**config.mk**
```make
export PLATFORM = sky130hd
export DESIGN_NAME = vit_punct
export DESIGN_NICKNAME = d
export VERILOG_FILES = /design/src/rtl/vit_punct.sv
export SDC_FILE = /design/constraint.sdc
export NUM_CORES = 1
export LEC_CHECK = 0
export BUFFER_PORTS_ARGS = -buffer_cell sky130_fd_sc_hd__buf_2
export CAP_MARGIN = 20
export CORE_AREA = 2 2 77 72
export DETAILED_ROUTE_END_ITERATION = 12
export DIE_AREA = 0 0 79 74
export PLACE_DENSITY = 0.76
export SYNTH_ARGS = -nofsm -noshare
export SYNTH_HDL_FRONTEND = slang
export SYNTH_SLANG_ARGS = --single-unit
```
**constraint.sdc**
```tcl
create_clock -name iclk -period 4.7 [get_ports iclk]
set_clock_uncertainty 0.1 [all_clocks]
set_input_delay 1.175 -clock iclk [delete_from_list [all_inputs] [get_ports iclk]]
set_output_delay 1.175 -clock iclk [all_outputs]
set_load 0.005 [all_outputs]
```
**src/rtl/vit_punct.sv**
```systemverilog
// rtl/vit_punct.sv - Viterbi encoder puncturer and LSB-first output word packer
module vit_punct #(
    parameter int pCODE_GEN_NUM = 2,
    parameter int pPUNCT_PERIOD = 3,
    parameter logic [pCODE_GEN_NUM*pPUNCT_PERIOD-1:0] pPUNCT_PATTERN = 6'b100111,
    parameter int pOUT_W        = 8,
    parameter int pTAG_W        = 4
) (
    input  logic                     iclk,
    input  logic                     iresetn,
    input  logic                     iclkena,
    input  logic                     isop,
    input  logic                     ival,
    input  logic                     ieop,
    input  logic [pTAG_W-1:0]        itag,
    input  logic [pCODE_GEN_NUM-1:0] idat,
    output logic                     osop,
    output logic                     oval,
    output logic                     oeop,
    output logic [pTAG_W-1:0]        otag,
    output logic [pOUT_W-1:0]        odat
);

    localparam int G  = pCODE_GEN_NUM;
    localparam int W  = pOUT_W;
    localparam int AW = W + G - 1;
    localparam int XW = W + 2 * G;
    localparam int CW = $clog2(W + G + 1);
    localparam int PW = (pPUNCT_PERIOD > 1) ? $clog2(pPUNCT_PERIOD) : 1;

    logic [PW-1:0]     ph, phase, ph_nxt, ph_d;
    logic [CW-1:0]     cnt, base, total, k, cnt_d;
    logic [AW-1:0]     acc, acc_in, acc_d;
    logic [G-1:0]      keep, kept;
    logic [XW-1:0]     wide, rem;
    logic [W-1:0]      tail, emit_w;
    logic [pTAG_W-1:0] tag_q, tail_tag, tag_eff;
    logic              tail_pend, tail_sop, first_word;
    logic              emit, emit_eop, go_tail, sop_eff;

    always_comb begin
        phase   = isop ? '0 : ph;
        base    = isop ? '0 : cnt;
        acc_in  = isop ? '0 : acc;
        sop_eff = isop | first_word;
        tag_eff = isop ? itag : tag_q;
        ph_nxt  = (phase == PW'(pPUNCT_PERIOD - 1)) ? '0 : phase + PW'(1);
        keep    = pPUNCT_PATTERN[int'(phase)*G +: G];

        // Compact the kept generator bits, lowest generator first
        kept = '0;
        k    = '0;
        for (int g = 0; g < G; g++) begin
            if (keep[g]) begin
                kept = kept | (G'(idat[g]) << k);
                k    = k + CW'(1);
            end
        end

        wide  = XW'(acc_in) | (XW'(kept) << base);
        rem   = wide >> W;
        total = base + k;

        emit     = 1'b0;
        emit_eop = 1'b0;
        go_tail  = 1'b0;
        emit_w   = wide[W-1:0];
        acc_d    = acc;
        cnt_d    = cnt;
        ph_d     = ph;
        if (ival) begin
            ph_d = ph_nxt;
            if (ieop) begin
                acc_d = '0;
                cnt_d = '0;
                if (total > CW'(W)) begin
                    emit    = 1'b1;
                    go_tail = 1'b1;
                    ph_d    = '0;
                end else if (total != '0) begin
                    emit     = 1'b1;
                    emit_eop = 1'b1;
                end
            end else if (total >= CW'(W)) begin
                emit  = 1'b1;
                acc_d = AW'(rem);
                cnt_d = total - CW'(W);
            end else begin
                acc_d = AW'(wide);
                cnt_d = total;
            end
        end
    end

    always_ff @(posedge iclk or negedge iresetn) begin
        if (!iresetn) begin
            ph         <= '0;
            cnt        <= '0;
            acc        <= '0;
            tail       <= '0;
            tail_pend  <= 1'b0;
            tail_sop   <= 1'b0;
            tail_tag   <= '0;
            first_word <= 1'b0;
            tag_q      <= '0;
            oval       <= 1'b0;
            osop       <= 1'b0;
            oeop       <= 1'b0;
            otag       <= '0;
            odat       <= '0;
        end else if (iclkena) begin
            oval <= 1'b0;
            osop <= 1'b0;
            oeop <= 1'b0;
            ph   <= ph_d;
            cnt  <= cnt_d;
            acc  <= acc_d;
            if (ival && isop)
                tag_q <= itag;
            if (ival)
                first_word <= sop_eff & ~emit;
            if (tail_pend) begin
                oval <= 1'b1;
                oeop <= 1'b1;
                osop <= tail_sop;
                odat <= tail;
                otag <= tail_tag;
                // A one-word frame ending in the tail cycle is parked for the next cycle
                if (emit) begin
                    tail     <= emit_w;
                    tail_sop <= sop_eff;
                    tail_tag <= tag_eff;
                end else begin
                    tail_pend <= 1'b0;
                end
            end else if (emit) begin
                oval <= 1'b1;
                osop <= sop_eff;
                oeop <= emit_eop;
                odat <= emit_w;
                otag <= tag_eff;
                if (go_tail) begin
                    tail      <= W'(rem);
                    tail_pend <= 1'b1;
                    tail_sop  <= 1'b0;
                    tail_tag  <= tag_eff;
                end
            end else if (ival && isop) begin
                otag <= itag;
            end
        end
    end

endmodule

```
# After elaboration in Yosys (flattened, before gate mapping)
# Cells that the tools add are included.
[totals]
out_inout_bits = 15
word_cells = 90
inputBits = 12
reg_bits = 49
[classes]
addsub = 4
reduce_logical = 10
shift = 3
mux = 51
order_cmp = 2
n_eq_ne = 1
bitwise_logic = 5
[op_table]
columns = ["op", "count"]
rows = [
  ["$mux W4", 11],
  ["$mux W8", 5],
  ["$mux W9", 3],
  ["$mux W1", 26],
  ["$mux W2", 6],
  ["$or A9 B12 Y12", 1],
  ["$shl A2 B4 Y12", 1],
  ["$reduce_and A2 Y1", 4],
  ["$shiftx A6 B4 Y2 const A", 1],
  ["$add A4 B2 Y4", 1],
  ["$ge A4 B4 Y1 const B", 1],
  ["$gt A4 B4 Y1 const B", 1],
  ["$reduce_bool A2 Y1", 2],
  ["$reduce_bool A4 Y1", 1],
  ["$sub A4 B4 Y4 const B", 1],
  ["$reduce_and A3 Y1", 1],
  ["$reduce_bool A3 Y1", 1],
  ["$add A1 B1 Y2 const B", 1],
  ["$add A2 B1 Y2 const B", 1],
  ["$eq A2 B2 Y1 const B", 1],
  ["$or A1 B2 Y2", 1],
  ["$shl A1 B1 Y2", 1],
  ["$and A1 B1 Y1", 1],
  ["$logic_and A1 B1 Y1", 1],
  ["other kinds (2)", 2],
]

# Longest topological paths before layout
# Gate-level depths: netlist (run 1).
[depth]
ltp_word = 13
ltp_mapped = 13

# Worst setup path after synthesis (run 1)
# OpenSTA, ideal clock, no wires.
[synth_timing]
path_kind = "input to register"
start = "input port isop"
end = "register tail[3]"
path_buffers = 4
t_arrival_ps = 4010
t_required_ps = 4475
stages = 13
setup_ps = 125
slack_ps = 465
path_cell_list = "buf_4 -> buf_2 -> buf_2 -> nand2b_1 -> ha_1 -> ha_1 -> fa_1 -> xnor2_1 -> a21boi_2 -> o21ai_1 -> a21o_4 -> buf_6 -> mux2_4"
[synth_via]
elab_chain_len = 12
[synth_rtl]
columns = ["item", "line", "text"]
rows = [
  ["from (decl)", "12", "input logic isop,"],
  ["$mux W2", "42", "phase = isop ? '0 : ph;"],
  ["$shiftx A6 B4 Y2", "48", "keep = pPUNCT_PATTERN[int'(phase)*G +: G];"],
  ["$mux W1", "54", "if (keep[g]) begin"],
  ["$add A1 B1 Y2", "56", "k = k + CW'(1);"],
  ["$mux W2", "54", ""],
  ["$add A4 B2 Y4", "62", "total = base + k;"],
  ["$gt A4 B4 Y1 or $reduce_bool A4 Y1 (tied branches)", "76, 80", ""],
  ["$mux W1 (on tied branches)", "76, 80", ""],
  ["$mux W1 (on tied branches)", "73, 76", ""],
  ["$mux W1 (on tied branches)", "71, 73", ""],
  ["$reduce_bool A2 Y1 (no line) or $mux W1 (tied branches)", "-", ""],
  ["$reduce_and A3 Y1 (no line)", "-", ""],
  ["to (signal assigned)", "130", "tail <= emit_w;"],
  ["to (signal assigned)", "143", "tail <= W'(rem);"],
  ["to (decl)", "36", "logic [W-1:0] tail, emit_w;"],
]
# Several ways; a longest one is shown, not always the timed one. The select of a mux whose other input is x is not followed.
# A chain may end at the register's enable or synchronous reset.

# Final worst setup path (run 1)
[layout_timing]
start = "input port isop"
end = "register tail_tag[0]"
[layout_via]
elab_chain_len = 12
[layout_rtl]
columns = ["item", "line", "text"]
rows = [
  ["$mux W2", "42", ""],
  ["$shiftx A6 B4 Y2", "48", ""],
  ["$mux W1", "54", ""],
  ["$add A1 B1 Y2", "56", ""],
  ["$mux W2", "54", ""],
  ["$add A4 B2 Y4", "62", ""],
  ["$gt A4 B4 Y1 or $reduce_bool A4 Y1 (tied branches)", "76, 80", ""],
  ["$mux W1 (on tied branches)", "76, 80", ""],
  ["$mux W1 (on tied branches)", "73, 76", ""],
  ["$mux W1 (on tied branches)", "71, 73", ""],
  ["$reduce_bool A2 Y1 (no line) or $mux W1 (tied branches)", "-", ""],
  ["$reduce_and A3 Y1 (no line)", "-", ""],
  ["to (signal assigned)", "132", "tail_tag <= tag_eff;"],
  ["to (signal assigned)", "146", "tail_tag <= tag_eff;"],
  ["to (decl)", "37", "logic [pTAG_W-1:0] tag_q, tail_tag, tag_eff;"],
]
# Several ways; a longest one is shown, not always the timed one. The select of a mux whose other input is x is not followed.

==> metrics, run 1 <==
setup repair bufs after CTS 0; final hold vios 0; Startpoint Class primary input; CTS Buf Count 5; crit path max fanout 14; Area Growth Syn to Fin 9.07%; critical-path cell list buf_2 > nand2b_1 > ha_1 > ha_1 > fa_1 > xnor2_1 > a21boi_2 > o21ai_1 > a21o_4 > mux2_2; Mapped Nets 296; Worst path most repeated cell ha_1; max-slew violation count 0; Setup TNS 0 ns; Synth Instances 280; status completed; I/O Buffers 26; 1st-iter DRT viols 260; DR DRC count 0; multi-input gate area in the final layout 1480 um2; # setup viols final 0; Layout Nets 314; vias post-DR 2262; Avg Inst Size Synth 10.1 um2; Worst EP arrival 3.89 ns; std cell rows 25; post-synthesis sequential area ratio 0.436; FF+latch count, synth 49; starting density of the core 0.556; Worst EP required 4.81 ns; post-route cell area 3070 um2; hold buffer count at CTS 0; Top FF cell, synth dfrtp_1; die span in y 74 um; clock slew at reported path FFs 0.10 ns; clock sinks 49; EDFF count, synth 0; reg-to-reg setup timing slack 1.57 ns; post-cts resize count 0; global route overflow 0; number of max-cap violations 0; Unique masters post-synth 66; CP max-delay cell fa_1; pin count of the biggest net entering global routing 50; overall power 1.11 mW; Leak Pwr 1.37 nW; placed insts 357; non-filler cells, final 366; Max rail drop VDD 0.000233 V; vias in the first global route 2122; worst skew pair latency 0.31 ns; Synth area leaders dfrtp_1 (44%), mux2_2 (4.0%), nand2_1 (3.3%); Layout fillers 472; remaining antenna violation count 0; share of cells above drive strength 1 0.251; Avg Vias per Cell 6.18; Longest Clk Path Bufs 2; DP Wirelength 4480 um; drt pass-1 iters 4; max incr delay on CP 0.48 ns; PD cells 360 nW/um2; # IOs 27; most frequent cell after synthesis dfrtp_1; Max Fclk 265 MHz; RSZ-0062 raised after global routing no; Ys Warns 0; Final min period 3.78 ns; post-synthesis async set-or-reset flop share 1.00; WL/cell 17.7 um; Crit Path Class primary input to flop; Synth top cells by count dfrtp_1 (49), nand2_1 (25), nor2_1 (21); Overall Global Routing Usage 0.236; ANT cells 0; CTS tree built; Synth area leader dfrtp_1; H-tree depth 2; DIE AREA 5850 um2; WL final 6480 um; initial antenna violation count 0; GPL Wtd Cong 0.864; Die W 79 um; Reg area 1230 um2; global-route wire length before repair 10700 um; core area 5070 um2; hold slack final 0.398 ns; area post-placement 2960 um2; clock root cell clkbuf_8; Period Utilization, post-route 0.804; hold crit path type flop to flop; Worst Tran Pin Value 0.851 ns; Yosys top cell area share 0.436; crit end category flop; Slew headroom 0.433; Post-Syn Area 2820 um2
==> path summary, 6_finish.rpt <==
check | from | end | depth (start not counted)
max | isop | tail_tag[0] | 10
min | acc[8] | acc[8] | 2
max reg2reg | ph[0] | tail_tag[0] | 9
min reg2reg | acc[8] | acc[8] | 2
max in group asynchronous | iresetn | acc[8] | 2
min in group asynchronous | iresetn | tail_tag[3] | 1
==> routing by layer <==
metal | vias up | global-route usage | part of all wire
li1 | 1074 | - | -
met1 | 1103 | 0.340 | 0.47
met2 | 77 | 0.374 | 0.45
met3 | 8 | 0.0400 | 0.061
met4 | 0 | 0.0670 | 0.014
met5 | - | 0 | 0
==> state kept, by name, indices dropped and copies added (netlist names), 2 cells and up <==
signal,count
acc,9
tail_tag,4
otag,4
ph,2
tag_q,4
cnt,4
tail,8
odat,8
==> cells by family after synthesis <==
family          Yosys count  share of synthesized area
flops                    49                      0.436
buf+inv                  26                     0.0404
simple gates             95                      0.188
xor+xnor                  3                    0.00934
mux                      16                     0.0631
compound gates           87                      0.243
fa+ha+maj                 4                     0.0204
==> area by class of cell <==
type / count / share of cell area
Timing Repair Buffer: 28 / 0.0513
Sequential cell: 49 / 0.399
Multi-Input combinational cell: 205 / 0.480
Inverter: 9 / 0.0110
Clock buffer: 5 / 0.0224
Tap cell: 67 / 0.0273
Clock inverter: 3 / 0.00815
==> report_power, final <==
group / switching, mW / internal (mW) / total, mW
registers: 0.0625 / 0.482 / 0.545
clock network: 0.153 / 0.108 / 0.261
logic: 0.162 / 0.139 / 0.301
total: 0.378 / 0.729 / 1.11
==> metrics by stage <==
| stage | setup slack (ns) | utilization |
|---|---|---|
| 5_1_grt | 0.778 | 0.606 |
| 3_5_place_dp | 0.620 | 0.583 |
| 4_1_cts | 0.954 | 0.602 |
| 2_1_floorplan | 0.465 | - |
| 6_report | 0.921 | 0.606 |
| 3_3_place_gp | 0.698 | 0.583 |
==> cell usage in the layout, fill, tap and decap left out, types with 5 or more instances in the layout <==
cell / instances
nor2b_1: 6
clkbuf_8: 5
and2_1: 5
o22a_1: 6
a22o_1: 10
a21oi_1: 15
o21ai_0: 8
inv_1: 9
buf_2: 26
dfrtp_1: 49
o221a_2: 6
mux2_2: 10
mux2i_1: 5
nor2_1: 21
nand2_1: 25
==> worst max-delay path, delay by kind of cell <==
family                   cells  cell delay [ns]
AO/OA/AOI/OAI                3             0.61
XOR/XNOR                     1             0.36
adder cells (fa/ha/maj)      3             1.04
buffers and inverters        1             0.15
multiplexers                 1             0.36
AND/OR/NAND/NOR              1             0.19
Note: power is estimated with default switching activity, not from simulation.
==> inputs of run 2 (changes only) <==
--- a/config.mk
+++ b/config.mk
@@ -5,11 +5,12 @@
 export SDC_FILE = /design/constraint.sdc
 export NUM_CORES = 1
 export LEC_CHECK = 0
+export ABC_AREA = 1
 export BUFFER_PORTS_ARGS = -buffer_cell sky130_fd_sc_hd__buf_2
 export CAP_MARGIN = 20
-export CORE_AREA = 2 2 77 72
+export CORE_AREA = 2 2 76 71
 export DETAILED_ROUTE_END_ITERATION = 12
-export DIE_AREA = 0 0 79 74
+export DIE_AREA = 0 0 78 73
 export PLACE_DENSITY = 0.76
 export SYNTH_ARGS = -nofsm -noshare
 export SYNTH_HDL_FRONTEND = slang
==> constraint.sdc (replaced) <==
create_clock -name iclk -period 3.5 [get_ports iclk]
set_clock_uncertainty 0.1 [all_clocks]
set_input_delay 0.875 -clock iclk [delete_from_list [all_inputs] [get_ports iclk]]
set_output_delay 0.875 -clock iclk [all_outputs]
set_load 0.005 [all_outputs]
==> run 2 against run 1 <==
Against the previous run:
- register-to-register slack lost 0.76 ns
- worst hold slack worse by 0.044 ns
- clock-buffer cell count up 1
- sequential power rose by 25%
- routed wire length shrank 0.99%
- critical path type unchanged
==> metrics, run 2 <==
status completed (unchanged); hold slack final 0.355 ns (was 0.398 ns); Worst EP required 3.60 ns (was 4.81 ns); crit path max fanout 12 (was 14); pin count of the biggest net entering global routing 50 (unchanged); Layout fillers 458 (was 472); hold crit path type primary input to asynchronous set/reset pin (was flop to flop); share of cells above drive strength 1 0.150 (was 0.251); hold buffer count at CTS 0 (unchanged); core area 5000 um2 (was 5070 um2); DR DRC count 0 (unchanged); Crit Path Class primary input to flop (unchanged); most flop-heavy register acc (unchanged); Worst EP arrival 3.20 ns (was 3.89 ns); DP Wirelength 4610 um (was 4480 um); Top FF cell, synth dfrtp_1 (unchanged); Period Utilization, post-route 0.885; Max rail drop VDD 0.000285 V (was 0.000233 V); non-filler cells, final 467 (was 366); Die W 78 um (was 79 um); # setup viols final 0 (unchanged); grt met1 use 0.325 (was 0.340); placed insts 458 (was 357); post-cts resize count 0 (unchanged); final setup margin 0.401 ns (was 0.921 ns); Area Growth Syn to Fin 11.1% (was 9.07%); most common cell after layout, fill and taps aside nand2_1 (was dfrtp_1); WL final 6420 um (was 6480 um); ANT cells 0 (unchanged); Ys Warns 0 (unchanged); Setup TNS 0 ns (unchanged); std cell rows 25 (unchanged); most frequent cell after synthesis nand2_1 (was dfrtp_1); clock root cell clkbuf_8 (unchanged); Longest Clk Path Bufs 2 (unchanged); H-tree depth 2 (unchanged); Overall Global Routing Usage 0.248 (was 0.236); Synth area leader dfrtp_1 (unchanged); I/O Buffers 26 (unchanged); 1st-iter DRT viols 189 (was 260); Leak Pwr 1.64 nW (was 1.37 nW); Largest regs acc: 9 flops, odat: 8 flops, tail: 8 flops (unchanged); post-synthesis async set-or-reset flop share 1.00 (unchanged); clock sinks 49 (unchanged); final hold vios 0 (unchanged); remaining antenna violation count 0 (unchanged); Startpoint Class primary input (unchanged); WL/cell 13.7 um (was 17.7 um); Avg Vias per Cell 5.35 (was 6.18); initial antenna violation count 0 (unchanged); post-synthesis sequential area ratio 0.450 (was 0.436); Yosys top cell area share 0.450 (was 0.436); Worst path most repeated cell nand2_1 (was ha_1); RSZ-0062 raised after global routing no (unchanged); Synth top cells by count nand2_1 (168), dfrtp_1 (49), nand3_1 (36) (was dfrtp_1 (49), nand2_1 (25), nor2_1 (21)); CP max-delay cell fa_1 (unchanged); max-slew violation count 0 (unchanged); FF+latch count, synth 49 (unchanged); max reg flops 9 (unchanged); Synth Instances 371 (was 280); Post-Syn Area 2730 um2 (was 2820 um2); die span in y 73 um (was 74 um); clock slew at reported path FFs 0.09 ns (was 0.10 ns); Mapped Nets 387 (was 296); starting density of the core 0.545 (was 0.556); global-route wire length before repair 11000 um (was 10700 um); Final min period 3.10 ns; met3 Use GR 0.0532 (was 0.0400); number of max-cap violations 0 (unchanged); PD cells 442 nW/um2 (was 360 nW/um2); GR Layer Usage met2 0.420 (was 0.374); Worst Path Buf+Inv 3 (was 1); max incr delay on CP 0.37 ns (was 0.48 ns); crit end category flop (unchanged); Max Fclk 323 MHz; CTS tree built (unchanged); Worst Tran Pin Value 0.654 ns (was 0.851 ns); reg-to-reg setup timing slack 0.81 ns (was 1.57 ns); Synth area leaders dfrtp_1 (45%), nand2_1 (23%), nand3_1 (6.6%) (was dfrtp_1 (44%), mux2_2 (4.0%), nand2_1 (3.3%)); grt peak-use layer met2 (unchanged); # IOs 27 (unchanged); drt pass-1 iters 4 (unchanged); Top delay family on crit path simple AND/OR/NAND/NOR gates (was adder cells); Layout Nets 415 (was 314); vias in the first global route 2356 (was 2122); DIE AREA 5690 um2 (was 5850 um2); Avg Inst Size Synth 7.35 um2 (was 10.1 um2); setup repair bufs after CTS 0 (unchanged); Slew headroom 0.563 (was 0.433); dpl ws 0.0990 ns (was 0.620 ns); global route overflow 0 (unchanged); worst skew pair latency 0.31 ns (about the same); GPL Wtd Cong 0.996 (was 0.864); critical-path cell list buf_2 > inv_2 > nand2_1 > ha_1 > ha_1 > fa_1 > nand3b_1 > nand2_1 > nor2_2 > nand2_4 > nand3_4 > inv_2 > nand3_2 > nand2_1 > nand2_1 (was buf_2 > nand2b_1 > ha_1 > ha_1 > fa_1 > xnor2_1 > a21boi_2 > o21ai_1 > a21o_4 > mux2_2); CTS Buf Count 5 (unchanged); Unique masters post-synth 28 (was 66); most frequent cells in the layout nand2_1 (168), dfrtp_1 (49), nand3_1 (36), buf_2 (26), inv_1 (24) (was dfrtp_1 (49), buf_2 (26), nand2_1 (25), nor2_1 (21), a21oi_1 (15)); EDFF count, synth 0 (unchanged); vias post-DR 2500 (was 2262)
run 2: logic make-up (layout without fill, tap and decap cells):
family / after synthesis / in the layout / share of synthesized area
DFF: 49 / 49 / 0.450
AOI/OAI and AO/OA: 29 / 29 / 0.0569
buffers and inverters: 39 / 68 / 0.0578
and+or+nand+nor: 250 / 250 / 0.415
adders and majority gates: 4 / 4 / 0.0211
run 2: through the flow:
| stage | total power [mW] | instance area, um2 | util |
|---|---|---|---|
| after floorplan | 0.894 | 2730 | - |
| after global placement | 1.00 | 2920 | 0.584 |
| after detailed placement | 1.01 | 2920 | 0.584 |
| after CTS | 1.34 | 3010 | 0.602 |
| after global routing | 1.42 | 3030 | 0.606 |
| final | 1.34 | 3030 | 0.606 |
run 2: worst reg2reg max path, stage by stage (launching register included):
cell,delay (ns)
dfrtp_1,0.40
nand2_1,0.10
ha_1,0.29
ha_1,0.23
fa_1,0.37
nand3b_1,0.18
nand2_1,0.10
nor2_2,0.05
nand2_4,0.11
nand3_4,0.13
inv_2,0.09
nand3_2,0.22
nand2_1,0.14
nand2_1,0.06
run 2: worst paths after layout:
check	from	end	cells past startpoint
min in group iclk	tail_tag[1]	tail_tag[1]	2
hold / removal	iresetn	acc[3]	1
setup reg to reg	ph[1]	tail_tag[2]	13
setup / recovery	isop	tail_tag[2]	15
max in group asynchronous	iresetn	cnt[3]	2
hold reg to reg	tail_tag[1]	tail_tag[1]	2
run 2: area by class of cell:
cell class	count	area, um2	area share
multi-input cells	283	1340	0.443
flip-flops and latches	49	1230	0.405
repair buffers	31	180	0.0595
inverters	29	109	0.0359
well taps	67	83.8	0.0277
clock buffers	6	72.6	0.0239
clock inverters	2	15.0	0.00495
run 2: per-layer routing:
| metal | vias to the layer above | share of wire |
|---|---|---|
| li1 | 1251 | - |
| met1 | 1181 | 0.47 |
| met4 | 0 | 0.013 |
| met2 | 58 | 0.47 |
| met5 | - | 0 |
| met3 | 10 | 0.039 |
run 2: power by group:
group          switching (mW)  total [mW]  internal, mW
Sequential             0.0393       0.683         0.644
Combinational           0.199       0.317         0.118
Clock                   0.199       0.340         0.141
Total                   0.437        1.34         0.903
==> inputs of run 3 (changes only) <==
--- a/config.mk
+++ b/config.mk
@@ -8,10 +8,11 @@
 export ABC_AREA = 1
 export BUFFER_PORTS_ARGS = -buffer_cell sky130_fd_sc_hd__buf_2
 export CAP_MARGIN = 20
-export CORE_AREA = 2 2 76 71
+export CORE_AREA = 2 2 72 74
 export DETAILED_ROUTE_END_ITERATION = 12
-export DIE_AREA = 0 0 78 73
-export PLACE_DENSITY = 0.76
+export DIE_AREA = 0 0 74 76
+export PLACE_DENSITY_LB_ADDON = 0.15
 export SYNTH_ARGS = -nofsm -noshare
 export SYNTH_HDL_FRONTEND = slang
 export SYNTH_SLANG_ARGS = --single-unit
+export TNS_END_PERCENT = 50
==> run 3 against run 2 <==
Against the previous run:
- critical path depth stayed put
- setup slack worse by 0.061 ns
- combinational power hardly changed
- critical endpoint is now tail_tag[1]
- largest power group unchanged
==> metrics, run 3 (synthesis results as in run 2) <==
status completed (unchanged); max-slew violation count 0 (unchanged); H-tree depth 2 (unchanged); most common cell after layout, fill and taps aside nand2_1 (unchanged); CTS tree built (unchanged); number of max-cap violations 0 (unchanged); drt pass-1 iters 4 (unchanged); placed insts 463 (was 458); vias post-DR 2482 (was 2500); Setup TNS 0 ns (unchanged); ANT cells 0 (unchanged); WL final 6420 um (about the same); Worst path most repeated cell nand2_1 (unchanged); post-route cell area 3070 um2 (was 3030 um2); reg-to-reg setup timing slack 0.75 ns (was 0.81 ns); Layout Nets 417 (was 415); CTS Buf Count 5 (unchanged); Worst Path Buf+Inv 3 (unchanged); die span in y 76 um (was 73 um); share of cells above drive strength 1 0.154 (was 0.150); Top delay family on crit path simple AND/OR/NAND/NOR gates (unchanged); max incr delay on CP 0.37 ns (about the same); # setup viols final 0 (unchanged); global route overflow 0 (unchanged); clock sinks 49 (unchanged); starting density of the core 0.555 (was 0.545); PD cells 459 nW/um2 (was 442 nW/um2); Max rail drop VDD 0.000252 V (was 0.000285 V); max reg flops 9 (unchanged); Avg Vias per Cell 5.26 (was 5.35); crit end category flop (unchanged); remaining antenna violation count 0 (unchanged); DIE AREA 5620 um2 (was 5690 um2); hold crit path type primary input to asynchronous set/reset pin (unchanged); CP max-delay cell fa_1 (unchanged); non-filler cells, final 472 (was 467); Leak Pwr 1.67 nW (was 1.64 nW); 1st-iter DRT viols 217 (was 189); I/O Buffers 26 (unchanged); core area 4910 um2 (was 5000 um2); DP Wirelength 4630 um (was 4610 um); hold buffer count at CTS 0 (unchanged); Worst Tran Pin Value 0.700 ns (was 0.654 ns); Worst Reg-to-Reg Cells 12 (was 13); Final min period 3.16 ns (was 3.10 ns); Overall Global Routing Usage 0.252 (was 0.248); Startpoint Class primary input (unchanged); std cell rows 26 (was 25); initial antenna violation count 0 (unchanged); global-route wire length before repair 11000 um (about the same); Worst R2R End tail_tag[1] (was tail_tag[2]); most frequent cells in the layout nand2_1 (168), dfrtp_1 (49), nand3_1 (36), buf_2 (26), inv_1 (24) (unchanged); Worst EP required 3.60 ns (about the same); Longest Clk Path Bufs 2 (unchanged); most flop-heavy register acc (unchanged); clock slew at reported path FFs 0.10 ns (was 0.09 ns); clock root cell clkbuf_8 (unchanged); hold slack final 0.369 ns (was 0.355 ns); vias in the first global route 2378 (was 2356); Worst EP arrival 3.26 ns (was 3.20 ns); Max Fclk 316 MHz (was 323 MHz); Slew headroom 0.528 (was 0.563); worst skew pair latency 0.31 ns (about the same); pin count of the biggest net entering global routing 50 (unchanged); # IOs 27 (unchanged); area post-placement 2940 um2 (was 2920 um2); Die W 74 um (was 78 um); Util after Layout 0.626 (was 0.606); setup repair bufs after CTS 0 (unchanged); crit path max fanout 12 (unchanged); WL/cell 13.6 um (was 13.7 um); Period Utilization, post-route 0.903 (was 0.885); Area Growth Syn to Fin 12.7% (was 11.1%); RSZ-0062 raised after global routing no (unchanged); worst r2r src ph[1] (unchanged); Crit Path Class primary input to flop (unchanged); GPL Wtd Cong 0.919 (was 0.996); post-cts resize count 0 (unchanged); critical-path cell list buf_2 > inv_2 > nand2_1 > ha_1 > ha_1 > fa_1 > nand3b_1 > nand2_1 > nor2_2 > nand2_4 > nand3_4 > inv_2 > nand3_2 > nand2_1 > nand2_1 (unchanged); Largest regs acc: 9 flops, odat: 8 flops, tail: 8 flops (unchanged); DR DRC count 0 (unchanged); final hold vios 0 (unchanged)
run 3: changes by cell type in the layout (fill, tap and decap cells not counted):
cell	delta
clkinvlp_4	-2
buf_4	+2
bufinv_16	+1
clkinv_4	+1
run 3: how the worst max path moves through the flow:
stage | from | to | slack, ns | cells after the start
6_report | isop | tail_tag[1] | 0.34 | 15
3_5_place_dp | isop | tail_tag[1] | 0.02 | 15
3_3_place_gp | isop | tail_tag[3] | 0.12 | 15
2_1_floorplan | isop | tail_tag[2] | 0.10 | 16
4_1_cts | isop | tail_tag[1] | 0.36 | 15
5_1_grt | isop | tail_tag[1] | 0.20 | 15
run 3: routing by layer:
| layer | GRT usage | part of all wire |
|---|---|---|
| met4 | 0.0818 | 0.025 |
| met2 | 0.413 | 0.49 |
| met1 | 0.335 | 0.44 |
| met3 | 0.0437 | 0.039 |
| met5 | 0 | 0 |
run 3: layout make-up:
class                           instances  area [um2]
Clock buffer                            6        72.6
Sequential cell                        49        1230
Clock inverter                          2        38.8
Tap cell                               70        87.6
Fill cell                             452        1840
Multi-Input combinational cell        283        1340
Inverter                               29         109
Timing Repair Buffer                   33         195
run 3: stage by stage:
stage	power [mW]	setup slack (ns)
after global routing	1.50	0.204
after detailed placement	1.01	0.0216
after CTS	1.42	0.362
final	1.41	0.340
after global placement	1.00	0.118
after floorplan	0.894	0.105
run 3: power breakdown:
group | switching, mW | internal (mW) | total, mW
Combinational | 0.198 | 0.119 | 0.316
Clock | 0.196 | 0.215 | 0.411
Sequential | 0.0390 | 0.644 | 0.683
Total | 0.433 | 0.977 | 1.41
run 3: worst register-to-register path, stage by stage (launching register included):
cell	delay, ns
dfrtp_1	0.41
o21ai_0	0.59
ha_1	0.34
nand2_1	0.06
nand2_1	0.09
nand2_1	0.11
nand2_1	0.11
nand3_4	0.14
nand3_4	0.14
inv_2	0.09
nand3_2	0.24
nand2_1	0.15
nand2_1	0.07
